### src/rtl/hqc_frame_loader_pkg.sv
// Shared types and constants for the HQC host frame loader.
package hqc_loader_pkg;

    localparam logic [7:0] SYNC_BYTE = 8'hA5;

    typedef enum logic [2:0] {
        ST_IDLE,
        ST_HDR,
        ST_LEN0,
        ST_LEN1,
        ST_DATA,
        ST_CSUM
    } state_t;

    typedef enum logic [1:0] {
        ERR_NONE    = 2'd0,
        ERR_HDR     = 2'd1,
        ERR_CSUM    = 2'd2,
        ERR_TIMEOUT = 2'd3
    } err_code_t;

endpackage

### src/rtl/hqc_frame_loader_if.sv
// Byte-stream input and region write bus of the frame loader.
// The master side is the loader itself: it accepts bytes and drives writes.
interface hqc_frame_loader_if #(
    parameter int WORD_BYTES  = 8,
    parameter int NUM_REGIONS = 4,
    parameter int ADDR_W      = 12
);
    localparam int REG_W = (NUM_REGIONS > 1) ? $clog2(NUM_REGIONS) : 1;

    logic                    in_valid;
    logic [7:0]              in_data;
    logic                    in_ready;
    logic                    wr_en;
    logic [REG_W-1:0]        wr_region;
    logic [ADDR_W-1:0]       wr_addr;
    logic [8*WORD_BYTES-1:0] wr_data;

    modport master (
        input  in_valid, in_data,
        output in_ready, wr_en, wr_region, wr_addr, wr_data
    );

    modport slave (
        output in_valid, in_data,
        input  in_ready, wr_en, wr_region, wr_addr, wr_data
    );

endinterface

### src/rtl/hqc_word_packer.sv
// Packs payload bytes into memory words; flags a word when its last lane
// fills or the frame's final byte arrives, with unfilled lanes left zero.
module hqc_word_packer #(
    parameter int WORD_BYTES = 8,
    parameter int BIG_ENDIAN = 0
) (
    input  logic                    clk,
    input  logic                    rst,
    input  logic                    flush,
    input  logic                    push,
    input  logic                    last,
    input  logic [7:0]              byte_in,
    output logic                    word_done,
    output logic [8*WORD_BYTES-1:0] word
);
    localparam int LANE_W = (WORD_BYTES > 1) ? $clog2(WORD_BYTES) : 1;

    logic [LANE_W-1:0]       lane;
    logic [8*WORD_BYTES-1:0] acc;

    // NOTE: word gets a full default before the lane insert so no latch is inferred.
    always_comb begin
        word = acc;
        for (int i = 0; i < WORD_BYTES; i++) begin
            if (int'(lane) == i) begin
                if (BIG_ENDIAN != 0) word[8*(WORD_BYTES-1-i) +: 8] = byte_in;
                else                 word[8*i +: 8]                = byte_in;
            end
        end
    end

    assign word_done = push && (last || int'(lane) == WORD_BYTES - 1);

    always_ff @(posedge clk or posedge rst) begin
        if (rst) begin
            lane <= '0;
            acc  <= '0;
        end else if (flush || word_done) begin
            lane <= '0;
            acc  <= '0;
        end else if (push) begin
            lane <= lane + 1'b1;
            acc  <= word;
        end
    end

endmodule

### src/rtl/hqc_frame_loader.sv
// Frame loader: parses A5/region/length/payload/XOR-checksum frames from the
// RX byte stream, writes packed words to the selected region, tracks loads.
module hqc_frame_loader
    import hqc_loader_pkg::*;
#(
    parameter int          WORD_BYTES  = 8,
    parameter int          NUM_REGIONS = 4,
    parameter int          ADDR_W      = 12,
    parameter int          BIG_ENDIAN  = 0,
    parameter int unsigned TIMEOUT_CYC = 0
) (
    input  logic                   clk,
    input  logic                   rst,
    hqc_frame_loader_if.master     bus,
    input  logic [NUM_REGIONS-1:0] required_mask,
    input  logic                   clear,
    output logic [NUM_REGIONS-1:0] loaded_mask,
    output logic                   all_loaded,
    output logic                   err,
    output logic [1:0]             err_code,
    output logic                   busy
);
    localparam int          REG_W   = (NUM_REGIONS > 1) ? $clog2(NUM_REGIONS) : 1;
    localparam int unsigned MAX_LEN = WORD_BYTES << ADDR_W;

    state_t                  state;
    logic [REG_W-1:0]        region_q;
    logic                    hdr_ok_q;
    logic [7:0]              len_lo_q;
    logic [15:0]             remain_q;
    logic [7:0]              csum_q;
    logic [ADDR_W-1:0]       addr_cnt;
    logic [31:0]             tcnt;
    logic                    cond_q;

    logic                    accept;
    logic [15:0]             len_full;
    logic                    hdr_bad;
    logic                    data_push;
    logic                    last_byte;
    logic                    timeout_hit;
    logic                    csum_set;
    logic                    word_done;
    logic [8*WORD_BYTES-1:0] word;
    logic [NUM_REGIONS-1:0]  mask_next;
    logic                    cond_next;

    assign bus.in_ready = ~rst;
    assign accept       = bus.in_valid && bus.in_ready;
    assign busy         = (state != ST_IDLE);
    assign len_full     = {bus.in_data, len_lo_q};
    assign hdr_bad      = !hdr_ok_q || (len_full == 16'd0) || (32'(len_full) > MAX_LEN);
    assign last_byte    = (remain_q == 16'd1);
    assign data_push    = accept && (state == ST_DATA);
    assign csum_set     = accept && (state == ST_CSUM) && (bus.in_data == csum_q);
    // The idle gap is measured in edges since the last accept, so the error
    // rises exactly TIMEOUT_CYC edges after it.
    assign timeout_hit  = (TIMEOUT_CYC != 0) && (state != ST_IDLE) && !accept
                          && (tcnt == 32'(TIMEOUT_CYC - 1));

    hqc_word_packer #(
        .WORD_BYTES (WORD_BYTES),
        .BIG_ENDIAN (BIG_ENDIAN)
    ) u_packer (
        .clk       (clk),
        .rst       (rst),
        .flush     (timeout_hit),
        .push      (data_push),
        .last      (last_byte),
        .byte_in   (bus.in_data),
        .word_done (word_done),
        .word      (word)
    );

    // clear has priority over a checksum-good set landing in the same cycle.
    always_comb begin
        mask_next = loaded_mask;
        if (clear)         mask_next = '0;
        else if (csum_set) mask_next[region_q] = 1'b1;
    end

    assign cond_next = (|required_mask) && ((mask_next & required_mask) == required_mask);

    // NOTE: sequential state uses non-blocking assignments only, so every read sees pre-edge values.
    always_ff @(posedge clk or posedge rst) begin
        if (rst) begin
            state         <= ST_IDLE;
            region_q      <= '0;
            hdr_ok_q      <= 1'b0;
            len_lo_q      <= '0;
            remain_q      <= '0;
            csum_q        <= '0;
            addr_cnt      <= '0;
            tcnt          <= '0;
            cond_q        <= 1'b0;
            loaded_mask   <= '0;
            all_loaded    <= 1'b0;
            err           <= 1'b0;
            err_code      <= ERR_NONE;
            bus.wr_en     <= 1'b0;
            bus.wr_region <= '0;
            bus.wr_addr   <= '0;
            bus.wr_data   <= '0;
        end else begin
            bus.wr_en   <= 1'b0;
            err         <= 1'b0;
            loaded_mask <= mask_next;
            cond_q      <= cond_next;
            all_loaded  <= cond_next && !cond_q;

            if (accept || state == ST_IDLE || TIMEOUT_CYC == 0) tcnt <= '0;
            else                                                tcnt <= tcnt + 32'd1;

            if (word_done) begin
                bus.wr_en     <= 1'b1;
                bus.wr_region <= region_q;
                bus.wr_addr   <= addr_cnt;
                bus.wr_data   <= word;
                addr_cnt      <= addr_cnt + 1'b1;
            end

            if (timeout_hit) begin
                err      <= 1'b1;
                err_code <= ERR_TIMEOUT;
                state    <= ST_IDLE;
            end else if (accept) begin
                case (state)
                    ST_IDLE: if (bus.in_data == SYNC_BYTE) state <= ST_HDR;
                    ST_HDR: begin
                        hdr_ok_q <= (bus.in_data[7:4] == 4'd0)
                                    && ({1'b0, bus.in_data[3:0]} < 5'(NUM_REGIONS));
                        region_q <= bus.in_data[REG_W-1:0];
                        addr_cnt <= '0;
                        csum_q   <= '0;
                        state    <= ST_LEN0;
                    end
                    ST_LEN0: begin
                        len_lo_q <= bus.in_data;
                        state    <= ST_LEN1;
                    end
                    ST_LEN1: begin
                        if (hdr_bad) begin
                            err      <= 1'b1;
                            err_code <= ERR_HDR;
                            state    <= ST_IDLE;
                        end else begin
                            remain_q <= len_full;
                            state    <= ST_DATA;
                        end
                    end
                    ST_DATA: begin
                        csum_q   <= csum_q ^ bus.in_data;
                        remain_q <= remain_q - 16'd1;
                        if (last_byte) state <= ST_CSUM;
                    end
                    ST_CSUM: begin
                        if (bus.in_data != csum_q) begin
                            err      <= 1'b1;
                            err_code <= ERR_CSUM;
                        end
                        state <= ST_IDLE;
                    end
                    default: state <= ST_IDLE;
                endcase
            end
        end
    end

endmodule
### src/flat_wrapper.sv
// flat-port wrapper written by rule: the top's interface ports become plain ports
module hqc_frame_loader_flat import hqc_loader_pkg::*;
#(
    parameter int          WORD_BYTES  = 8,
    parameter int          NUM_REGIONS = 4,
    parameter int          ADDR_W      = 12,
    parameter int          BIG_ENDIAN  = 0,
    parameter int unsigned TIMEOUT_CYC = 0
)
  (clk, rst, required_mask, clear, loaded_mask, all_loaded, err, err_code, busy, bus_in_valid, bus_in_data, bus_in_ready, bus_wr_en, bus_wr_region, bus_wr_addr, bus_wr_data);
  hqc_frame_loader_if #(.WORD_BYTES(WORD_BYTES), .NUM_REGIONS(NUM_REGIONS), .ADDR_W(ADDR_W)) bus_i ();
  input  logic clk;
  input  logic rst;
  input  logic [NUM_REGIONS-1:0] required_mask;
  input  logic clear;
  output logic [NUM_REGIONS-1:0] loaded_mask;
  output logic all_loaded;
  output logic err;
  output logic [1:0] err_code;
  output logic busy;
  input wire logic [$bits(bus_i.in_valid)-1:0] bus_in_valid;
  input wire logic [$bits(bus_i.in_data)-1:0] bus_in_data;
  output wire logic [$bits(bus_i.in_ready)-1:0] bus_in_ready;
  output wire logic [$bits(bus_i.wr_en)-1:0] bus_wr_en;
  output wire logic [$bits(bus_i.wr_region)-1:0] bus_wr_region;
  output wire logic [$bits(bus_i.wr_addr)-1:0] bus_wr_addr;
  output wire logic [$bits(bus_i.wr_data)-1:0] bus_wr_data;
  assign bus_i.in_valid = bus_in_valid;
  assign bus_i.in_data = bus_in_data;
  assign bus_in_ready = bus_i.in_ready;
  assign bus_wr_en = bus_i.wr_en;
  assign bus_wr_region = bus_i.wr_region;
  assign bus_wr_addr = bus_i.wr_addr;
  assign bus_wr_data = bus_i.wr_data;
  hqc_frame_loader #(.WORD_BYTES(WORD_BYTES), .NUM_REGIONS(NUM_REGIONS), .ADDR_W(ADDR_W), .BIG_ENDIAN(BIG_ENDIAN), .TIMEOUT_CYC(TIMEOUT_CYC)) u_core (.clk(clk), .rst(rst), .bus(bus_i), .required_mask(required_mask), .clear(clear), .loaded_mask(loaded_mask), .all_loaded(all_loaded), .err(err), .err_code(err_code), .busy(busy));
endmodule
### config.mk
export PLATFORM = sky130hd
export DESIGN_NAME = hqc_frame_loader_flat
export DESIGN_NICKNAME = d
export VERILOG_FILES = /design/src/rtl/hqc_frame_loader_pkg.sv /design/src/rtl/hqc_frame_loader_if.sv /design/src/rtl/hqc_word_packer.sv /design/src/rtl/hqc_frame_loader.sv /design/src/flat_wrapper.sv
export SDC_FILE = /design/constraint.sdc
export NUM_CORES = 1
export LEC_CHECK = 0
export ABC_AREA = 1
export BUFFER_PORTS_ARGS = -buffer_cell sky130_fd_sc_hd__clkbuf_2
export CORE_UTILIZATION = 63
export CTS_BUF_LIST = sky130_fd_sc_hd__clkbuf_4
export CTS_CLUSTER_DIAMETER = 200
export DETAILED_ROUTE_END_ITERATION = 10
export PLACE_DENSITY = 0.88
export SYNTH_ARGS = -nofsm -noshare
export SYNTH_HDL_FRONTEND = slang
export SYNTH_SLANG_ARGS = --single-unit
### constraint.sdc
create_clock -name clk -period 18.9 [get_ports clk]
set_input_delay 3.78 -clock clk [delete_from_list [all_inputs] [get_ports clk]]
set_output_delay 3.78 -clock clk [all_outputs]
set_load 0.005 [all_outputs]
==> impl_metrics.ini <==
[yosys]
synth_xor_area_share_pct = 0.653
synth_compound_area_share_pct = 14.6
ys_warn_count = 0
async_reset_ff_share_pct = 100
synth-seq-area-share_pct = 54.6
synth_edf_count = 0
ys_seq_elements = 205
synth_area_per_cell_um2 = 8.30
synth_flop_cell = dfrtp_1
synth_top_family_by_area = simple AND/OR/NAND/NOR gates
synth_fp_nets = 1157
synthSimpleGateAreaFrac_pct = 22.5
synthCells = 1132
synth_cell_type_count = 41
synthAdderAreaFrac_pct = 1.20
netlist_area_um2 = 9400
synthMuxAreaShare_pct = 0.120

[placement]
dp_hpwl_um = 14200
io_buffer_count = 104
routabilityCongestion = 0.865

[pwr]
power_mw = 1.40
power_leakage_nw = 5.31
peakVddDrop_mv = 0.0651
powerDensity_nw_per_um2 = 133

[die]
core_area_um2 = 14500
die_area_um2 = 15400
initial_core_util_pct = 64.6
dieWidth_um = 124
rows = 44
die_h_um = 124
num_io_pins = 105

[sta]
slew_violations = 0
setup_viol = 0
worst_slew_pin_slew_ns = 1.06
final.min_clock_period_ns = 8.36
hold_slack_ns = 0.406
fin_crit_sh_pct = 44.2
hold_viol = 0
setup_tns_ns = 0
rsz0062_at_grt = false
slew_headroom_pct = 29.4
skew_ns = 0.0495
fmaxAchievable_mhz = 120

[clocking]
ctsHtreeMaxLevel = 2
clk_pin_slew_ns = 0.06
ctsResizeCount = 0
numCtsBuffers = 50
clockBufferDepth = 3
ctsHoldBuffers = 0
cts_sinks = 205
worstSkewPairLatency_ns = 0.67
cts_tree = done
cts_post_setup_buffers_inserted = 0
cts_root_buf = clkbuf_4

[global_routing]
antenna_found_initial = 0
grt_max_degree = 125
grt_pass1_wl_um = 36000
grt_overflow = 0
grt_pass1_vias = 7591
grt_usage_pct = 30.0

[worst_setup_path]
critPathSlowestCell = inv_8
cp_max_fo = 84
path_class = in2out
critPathArrivalTime_ns = 4.58
rr_worst_depth = 7
cp-start-kind = input port
slowest_delay_ns = 0.40
cp.required_ns = 15.12
crit_path_frequent_cell = clkbuf_2
crit_chain = clkbuf_2 -> inv_8 -> clkbuf_2
end_kind = primary output

[outcome]
status = completed

[routing]
vias_per_cell = 5.62
dr.pass1.iters = 5
drt_first_iter_violations = 829
vias = 8197
drc = 0
ant_nets = 0
drt_wl_total_um = 21900
wl_per_cell_um = 15.0

[finish]
mostFrequentLayoutCells = nand2_1, dfrtp_1, o21ai_0
synthToLayoutAreaGrowth_pct = 12.0
n_antenna_cell = 0
layout-drive-gt1-share_pct = 16.9
final_common_cell = nand2_1
nets = 1266

[worst_hold_path]
hold_path_depth = 1
hp-class = reg2reg

[job]
max_cap_viol_count = 0
-- state kept, by name (all words and copies together), names as in the netlist, 2 cells and up --
register / cells
u_core.state: 3
u_core.u_packer.lane: 3
u_core.csum_q: 8
u_core.remain_q: 16
u_core.region_q: 2
u_core.len_lo_q: 8
u_core.err_code: 2
u_core.u_packer.acc: 64
u_core.addr_cnt: 12
u_core.bus.wr_addr: 12
u_core.bus.wr_data: 64
u_core.bus.wr_region: 2
u_core.loaded_mask: 4
-- final timing paths --
path	slack, ns	startpoint	to
min	0.41	u_core.cond_q	u_core.all_loaded
min reg2reg	0.41	u_core.cond_q	u_core.all_loaded
max reg2reg	15.67	u_core.state[1]	u_core.u_packer.acc[33]
max in group asynchronous	14.56	rst	u_core.bus.wr_data[56]
min in group asynchronous	3.18	rst	u_core.bus.wr_data[8]
max	10.54	rst	bus_in_ready
-- logic make-up after synthesis --
| logic type | Yosys count |
|---|---|
| adder cells (fa/ha/maj) | 9 |
| multiplexers | 1 |
| buffers and inverters | 141 |
| XOR/XNOR | 7 |
| flip-flops | 205 |
| AND/OR/NAND/NOR | 506 |
| AO/OA/AOI/OAI | 263 |
-- layer usage --
layer	share of wire, %	wire [um]	vias to the layer above	global-route usage, %
met3	6.7	1460	52	7.10
met1	43	9310	3925	39.7
li1	-	-	3913	-
met2	48	10600	307	48.0
met5	0	0	-	0
met4	2.4	520	0	11.6
-- synth_stat cells (8+ instances only) --
cell type    n  share of area, %
a21oi_1     59               3.1
buf_2       24               1.3
clkbuf_1    19              0.76
dfrtp_1    205                55
ha_1         9               1.2
inv_1       79               3.2
nand2_1    332                13
nand3_1     34               1.8
nand4_1     11              0.73
nor2_1      86               3.4
nor3_1      12              0.64
o21ai_0    132               7.0
o21ai_1     51               2.7
o22ai_1      8              0.53
-- cell type report --
class,count,area [um^2]
Clock inverter,14,58.8
Timing Repair Buffer,106,548
Multi-Input combinational cell,786,3670
Tap cell,184,230
Inverter,92,353
Sequential cell,205,5130
Clock buffer,71,533
Fill cell,1115,4010
-- where the power goes --
group | switching (mW) | internal, mW
clock | 0.171 | 0.172
sequential | 0.0800 | 0.560
combinational | 0.268 | 0.150
-- critical path, delay by kind of cell --
family	cells	cell delay [ns]
buffers and inverters	3	0.74
-- stage by stage --
step,cells,setup slack (ns),utilization [%],area (um^2)
finish,1458,10.54,72.4,10500
global route,1458,10.43,72.4,10500
CTS,1458,10.51,72.4,10500
detailed placement,1373,10.51,68.3,9930
global placement,1373,10.50,68.3,9930
floorplan,1132,7.09,-,9400
Note: power is estimated with default switching activity, not from simulation.
